===== src/rtl/array_24_pkg.sv =====
// Shared geometry and state encoding for the array_24 request front-end.
package array_24_pkg;

    localparam int unsigned ADDR_W      = 12;
    localparam int unsigned DATA_W      = 96;
    localparam int unsigned MASK_W      = 16;
    localparam int unsigned GRAN_W      = 6;
    localparam int unsigned NUM_ENTRIES = 4096;

    typedef enum logic {
        INIT,
        RUN
    } state_e;

endpackage


===== src/rtl/array_24_resp_fifo.sv =====
// Response FIFO: RESP_DEPTH x DATA_W, pointers wrap modulo RESP_DEPTH, exposes occupancy.
module array_24_resp_fifo
    import array_24_pkg::*;
#(
    parameter int unsigned RESP_DEPTH = 2,
    localparam int unsigned CNT_W     = $clog2(RESP_DEPTH + 1),
    localparam int unsigned PTR_W     = (RESP_DEPTH > 1) ? $clog2(RESP_DEPTH) : 1
) (
    input  logic              clk_i,
    input  logic              rst_ni,
    input  logic              push_i,
    input  logic [DATA_W-1:0] push_data_i,
    input  logic              pop_i,
    output logic [DATA_W-1:0] data_o,
    output logic [CNT_W-1:0]  count_o
);

    logic [DATA_W-1:0] mem_q [RESP_DEPTH];
    logic [PTR_W-1:0]  wr_ptr_q, wr_ptr_d;
    logic [PTR_W-1:0]  rd_ptr_q, rd_ptr_d;
    logic [CNT_W-1:0]  count_q, count_d;

    always_comb begin
        wr_ptr_d = wr_ptr_q;
        rd_ptr_d = rd_ptr_q;
        if (push_i) begin
            wr_ptr_d = (wr_ptr_q == PTR_W'(RESP_DEPTH - 1)) ? '0 : wr_ptr_q + 1'b1;
        end
        if (pop_i) begin
            rd_ptr_d = (rd_ptr_q == PTR_W'(RESP_DEPTH - 1)) ? '0 : rd_ptr_q + 1'b1;
        end
        count_d = count_q + CNT_W'(push_i) - CNT_W'(pop_i);
    end

    always_ff @(posedge clk_i or negedge rst_ni) begin
        if (!rst_ni) begin
            wr_ptr_q <= '0;
            rd_ptr_q <= '0;
            count_q  <= '0;
        end else begin
            wr_ptr_q <= wr_ptr_d;
            rd_ptr_q <= rd_ptr_d;
            count_q  <= count_d;
        end
    end

    // Storage needs no reset: occupancy gates everything visible downstream.
    always_ff @(posedge clk_i) begin
        if (push_i) begin
            mem_q[wr_ptr_q] <= push_data_i;
        end
    end

    assign data_o  = mem_q[rd_ptr_q];
    assign count_o = count_q;

endmodule


===== src/rtl/array_24_req_ctrl.sv =====
// Request front-end for array_24_ext: post-reset zero-fill, then valid/ready to RW0 cycles
// with credit-based read admission into a response FIFO.
module array_24_req_ctrl
    import array_24_pkg::*;
#(
    parameter bit          INIT_EN    = 1'b1,
    parameter int unsigned RESP_DEPTH = 2
) (
    input  logic              clock,
    input  logic              reset_n,
    input  logic              req_valid,
    output logic              req_ready,
    input  logic              req_write,
    input  logic [ADDR_W-1:0] req_addr,
    input  logic [MASK_W-1:0] req_wmask,
    input  logic [DATA_W-1:0] req_wdata,
    output logic              resp_valid,
    input  logic              resp_ready,
    output logic [DATA_W-1:0] resp_data,
    output logic              init_done,
    output logic [ADDR_W-1:0] RW0_addr,
    output logic              RW0_en,
    output logic              RW0_wmode,
    output logic [MASK_W-1:0] RW0_wmask,
    output logic [DATA_W-1:0] RW0_wdata,
    input  logic [DATA_W-1:0] RW0_rdata
);

    localparam int unsigned CNT_W = $clog2(RESP_DEPTH + 1);

    state_e            state_q, state_d;
    logic [ADDR_W-1:0] init_addr_q, init_addr_d;
    logic              init_arm_q;
    logic              rd_pending_q, rd_pending_d;
    logic [CNT_W-1:0]  occ;
    logic [CNT_W:0]    demand;
    logic              pop;
    logic              admit;

    assign resp_valid = (occ != '0);
    assign pop        = resp_valid & resp_ready;
    // Slots already claimed once this cycle's pop is taken into account.
    assign demand     = {1'b0, occ} + (CNT_W + 1)'(rd_pending_q) - (CNT_W + 1)'(pop);
    assign admit      = demand < (CNT_W + 1)'(RESP_DEPTH);
    assign init_done  = (state_q == RUN);

    always_comb begin
        state_d     = state_q;
        init_addr_d = init_addr_q;
        req_ready   = 1'b0;
        RW0_en      = 1'b0;
        RW0_wmode   = 1'b0;
        RW0_addr    = init_addr_q;
        RW0_wmask   = '0;
        RW0_wdata   = '0;
        unique case (state_q)
            INIT: begin
                // init_arm_q holds off the first write until the first edge after release.
                RW0_en    = init_arm_q;
                RW0_wmode = 1'b1;
                RW0_wmask = '1;
                if (init_arm_q) begin
                    init_addr_d = init_addr_q + 1'b1;
                    if (init_addr_q == ADDR_W'(NUM_ENTRIES - 1)) begin
                        state_d = RUN;
                    end
                end
            end
            RUN: begin
                req_ready = req_write | admit;
                RW0_en    = req_valid & req_ready;
                RW0_wmode = req_write;
                RW0_addr  = req_addr;
                RW0_wmask = req_wmask;
                RW0_wdata = req_wdata;
            end
        endcase
    end

    assign rd_pending_d = RW0_en & ~RW0_wmode;

    always_ff @(posedge clock or negedge reset_n) begin
        if (!reset_n) begin
            state_q      <= INIT_EN ? INIT : RUN;
            init_addr_q  <= '0;
            init_arm_q   <= 1'b0;
            rd_pending_q <= 1'b0;
        end else begin
            state_q      <= state_d;
            init_addr_q  <= init_addr_d;
            init_arm_q   <= 1'b1;
            rd_pending_q <= rd_pending_d;
        end
    end

    array_24_resp_fifo #(
        .RESP_DEPTH (RESP_DEPTH)
    ) u_resp_fifo (
        .clk_i       (clock),
        .rst_ni      (reset_n),
        .push_i      (rd_pending_q),
        .push_data_i (RW0_rdata),
        .pop_i       (pop),
        .data_o      (resp_data),
        .count_o     (occ)
    );

endmodule


===== config.mk =====
export PLATFORM = sky130hd
export DESIGN_NAME = array_24_req_ctrl
export DESIGN_NICKNAME = d
export VERILOG_FILES = /design/src/rtl/array_24_pkg.sv /design/src/rtl/array_24_resp_fifo.sv /design/src/rtl/array_24_req_ctrl.sv
export SDC_FILE = /design/constraint.sdc
export NUM_CORES = 1
export LEC_CHECK = 0
export ABC_CLOCK_PERIOD_IN_PS = 14400
export CELL_PAD_IN_SITES_DETAIL_PLACEMENT = 1
export CELL_PAD_IN_SITES_GLOBAL_PLACEMENT = 2
export CORE_UTILIZATION = 28
export CTS_CLUSTER_DIAMETER = 60
export DETAILED_ROUTE_END_ITERATION = 12
export GPL_TIMING_DRIVEN = 0
export PLACE_DENSITY_LB_ADDON = 0.12
export SETUP_SLACK_MARGIN = 0.05
export SYNTH_ARGS = -nofsm -noshare
export SYNTH_HDL_FRONTEND = slang
export SYNTH_SLANG_ARGS = --single-unit

===== constraint.sdc =====
create_clock -name clock -period 14.4 [get_ports clock]
set_input_delay 1.44 -clock clock [delete_from_list [all_inputs] [get_ports clock]]
set_output_delay 1.44 -clock clock [all_outputs]
set_load 0.005 [all_outputs]

==> results.ini <==
[logic_synthesis]
synth_top_area_cell = edfxtp_1
yosysSeqAreaShare_pct = 71.71
ys_top_cells_by_area = edfxtp_1 66%, mux2_2 14%, and2_1 7.0%
syn_area_um2 = 8703
synth_commonest_cells = 192 x edfxtp_1, 107 x mux2_2, 98 x and2_1
synth_nets = 746
synth_most_common_cell = edfxtp_1
synth_top_area_share_pct = 66.24
synth_edf_count = 192
synth.distinct_cells = 31
ys_seq_elements = 211
yosys_warnings = 0
postSynthAreaPerCell_um2 = 16.83
syn_inst = 517
async_flop_share_pct = 9.005
synthFlopType = edfxtp_1

[clock_network]
clk_pin_slew_ps = 60
clock_latency_ps = 510
cts_tree = yes
hold_buffers = 0
cts-root-buf = clkbuf_16
cts_made_buffers = 25
cts.sinks = 211
htreeDepth = 1
postCtsSetupBuffers = 0
clock_path_buffers = 3
postCtsResizedCells = 0

[placed_design]
gp_congestion = 0.7898
dp.cells = 1366
place_hpwl_um = 23590
port_buffers = 449

[setup_path]
cp_top_family = buffers and inverters
arrival_ps = 3930
r2r_slack_ps = 11990
r2r-start = u_resp_fifo.count_o[1]
worst-path-buf-inv = 4
ff2ff_path_depth = 10
slowest_delay_ps = 480
critPathKind = input port to output port
reg2reg_to = rd_pending_q
cp-start-kind = input port
cp_slowest_cell = clkdlybuf4s50_1
crit_fanout = 3
endpoint_kind = output port
cp_cell_sequence = clkdlybuf4s50_1 > and2_1 > ha_1 > inv_1 > ha_1 > inv_1 > fa_1 > xnor2_1 > a21oi_1 > o21ai_0 > clkdlybuf4s50_1
crit_required_ps = 12960

[timing]
min_period_ps = 5375
skew_ps = 10.55
slew_headroom_pct = 38.28
slew_violations = 0
max_freq_ghz = 0.1860
tightest_slew_ps = 922.9
fin_setup_tns_ps = 0
setup_violations = 0
finalCritPeriodShare_pct = 37.33
rsz0062_at_grt = no
hold_viol = 0

[routing]
vias = 6097
drt-vias-per-instance = 4.312
first_iter_violations = 198
drt-pass1-iter-count = 4
drcViolationCount = 0
postRouteAntennaNets = 0
wl_per_cell_um = 21.13
routed_wl_um = 29880

[floorplanning]
dieArea_um2 = 31790
die_w_um = 178.3
io_pins = 450
die_h_um = 178.3
core_area_um2 = 30590
fp-row-count = 64
initial_core_util_pct = 28.45

[finish]
stdcell_count = 1414
area_delta_synth_final_pct = 68.65
fin_nets = 1226
drive_above_1_share_pct = 17.03

[run]
max_cap_violations = 0

[grt]
grt_pass1_vias = 6509
grt_max_degree = 53
grt_antenna_before_repair = 5
grt_pass1_wl_um = 42330
grt_overflow = 0
track_usage_pct = 18.35

[min_path]
min_to = init_addr_q[11]
hold_depth = 1
holdCritStartpoint = init_addr_q[11]
hold_path_class = flip-flop to flip-flop

[power]
peakVddDrop_mv = 0.06031
leakagePower_nw = 5.149
p_per_area_nw_per_um2 = 126.1

[status]
status = finished, final reports clean

## final cells by class
type                       instances  area (um^2)
tap                              396        495.5
sequential                       211         6241
buffer                            25        127.6
clock buffer                      31        668.1
inverter                           6        22.52
fill                            3059        15910
multi-input combinational        275         2322
clock inverter                    15        214.0
timing repair buffer             453         4582
antenna                            2        5.005
## kinds of logic after synthesis
group | Yosys count | share of synthesized area (%)
buffers and inverters | 31 | 1.725
AND/OR/NAND/NOR | 144 | 10.25
adder cells (fa/ha/maj) | 4 | 0.6614
other | 1 | 0.04309
multiplexers | 107 | 13.84
AO/OA/AOI/OAI | 5 | 0.3594
flip-flops | 211 | 71.71
XOR/XNOR | 14 | 1.409
## through the flow
stage / util (%) / cell area, um^2 / power (W) / hold slack, ps / setup slack (ps)
6_report: 47.98 / 14680 / 0.001851 / 496.0 / 9025
3_5_place_dp: 45.08 / 13790 / 0.001212 / 493.6 / 9011
2_1_floorplan: - / 8703 / 0.0009238 / 453.1 / 9184
3_3_place_gp: 44.76 / 13690 / 0.001209 / 468.7 / 6171
4_1_cts: 47.97 / 14670 / 0.001884 / 503.2 / 8998
5_1_grt: 47.98 / 14680 / 0.001934 / 521.0 / 8842
## sequential cells by signal, indices dropped and copies added, names as in the netlist
name / cells
u_resp_fifo.mem_q: 192
u_resp_fifo.wr_ptr_q: 1
init_addr_q: 12
u_resp_fifo.rd_ptr_q: 1
init_done: 1
rd_pending_q: 1
u_resp_fifo.count_o: 2
init_arm_q: 1
## worst max path at each step
stage,start,endpoint,slack (ps),depth (start not counted)
floorplan,u_resp_fifo.wr_ptr_q,u_resp_fifo.mem_q[0][0],9180,1
global placement,u_resp_fifo.wr_ptr_q,u_resp_fifo.mem_q[0][68],6170,1
detailed placement,resp_ready,RW0_en,9010,11
CTS,resp_ready,RW0_en,9000,11
global route,resp_ready,RW0_en,8840,11
finish,resp_ready,RW0_en,9030,11
## cells in the final DEF (no fill, tap or decap), types with 2 or more instances in the layout
| master | Yosys | routed |
|---|---|---|
| buf_12 | 0 | 3 |
| xor2_1 | 8 | 8 |
| ha_1 | 3 | 3 |
| diode_2 | 0 | 2 |
| clkbuf_1 | 9 | 13 |
| nand2b_1 | 17 | 17 |
| buf_2 | 11 | 11 |
| mux2_2 | 107 | 107 |
| and2_1 | 98 | 97 |
| nand2_1 | 6 | 6 |
| nand3_1 | 3 | 3 |
| bufinv_16 | 0 | 5 |
| edfxtp_1 | 192 | 192 |
| clkbuf_8 | 0 | 2 |
| clkdlybuf4s50_1 | 0 | 449 |
| nand4_1 | 4 | 4 |
| clkinv_2 | 0 | 4 |
| clkbuf_16 | 0 | 25 |
| dfrtp_1 | 19 | 19 |
| xnor2_1 | 6 | 6 |
| inv_1 | 6 | 6 |
| o21ai_0 | 2 | 2 |
| clkinv_1 | 0 | 2 |
| nor3_1 | 4 | 4 |
| nand4b_1 | 2 | 2 |
| buf_4 | 3 | 3 |
| and3_1 | 2 | 2 |
| nor2_1 | 2 | 2 |
| nor4_2 | 2 | 2 |
## metal layers
layer	part of all wire (%)	GRT usage [%]	vias up
met1	38	20.80	2956
met2	51	32.49	246
met4	1.4	4.025	6
met3	9.5	7.033	39
met5	0.13	0	-
li1	-	-	2850
## power by group
group          total (W)  leakage (nW)  internal, W  switching (W)
sequential      0.000699          1.97     0.000682      0.0000170
clock           0.000660         0.431     0.000420       0.000240
combinational   0.000491          2.75     0.000316       0.000175
Power figures use the tool's default switching activity.
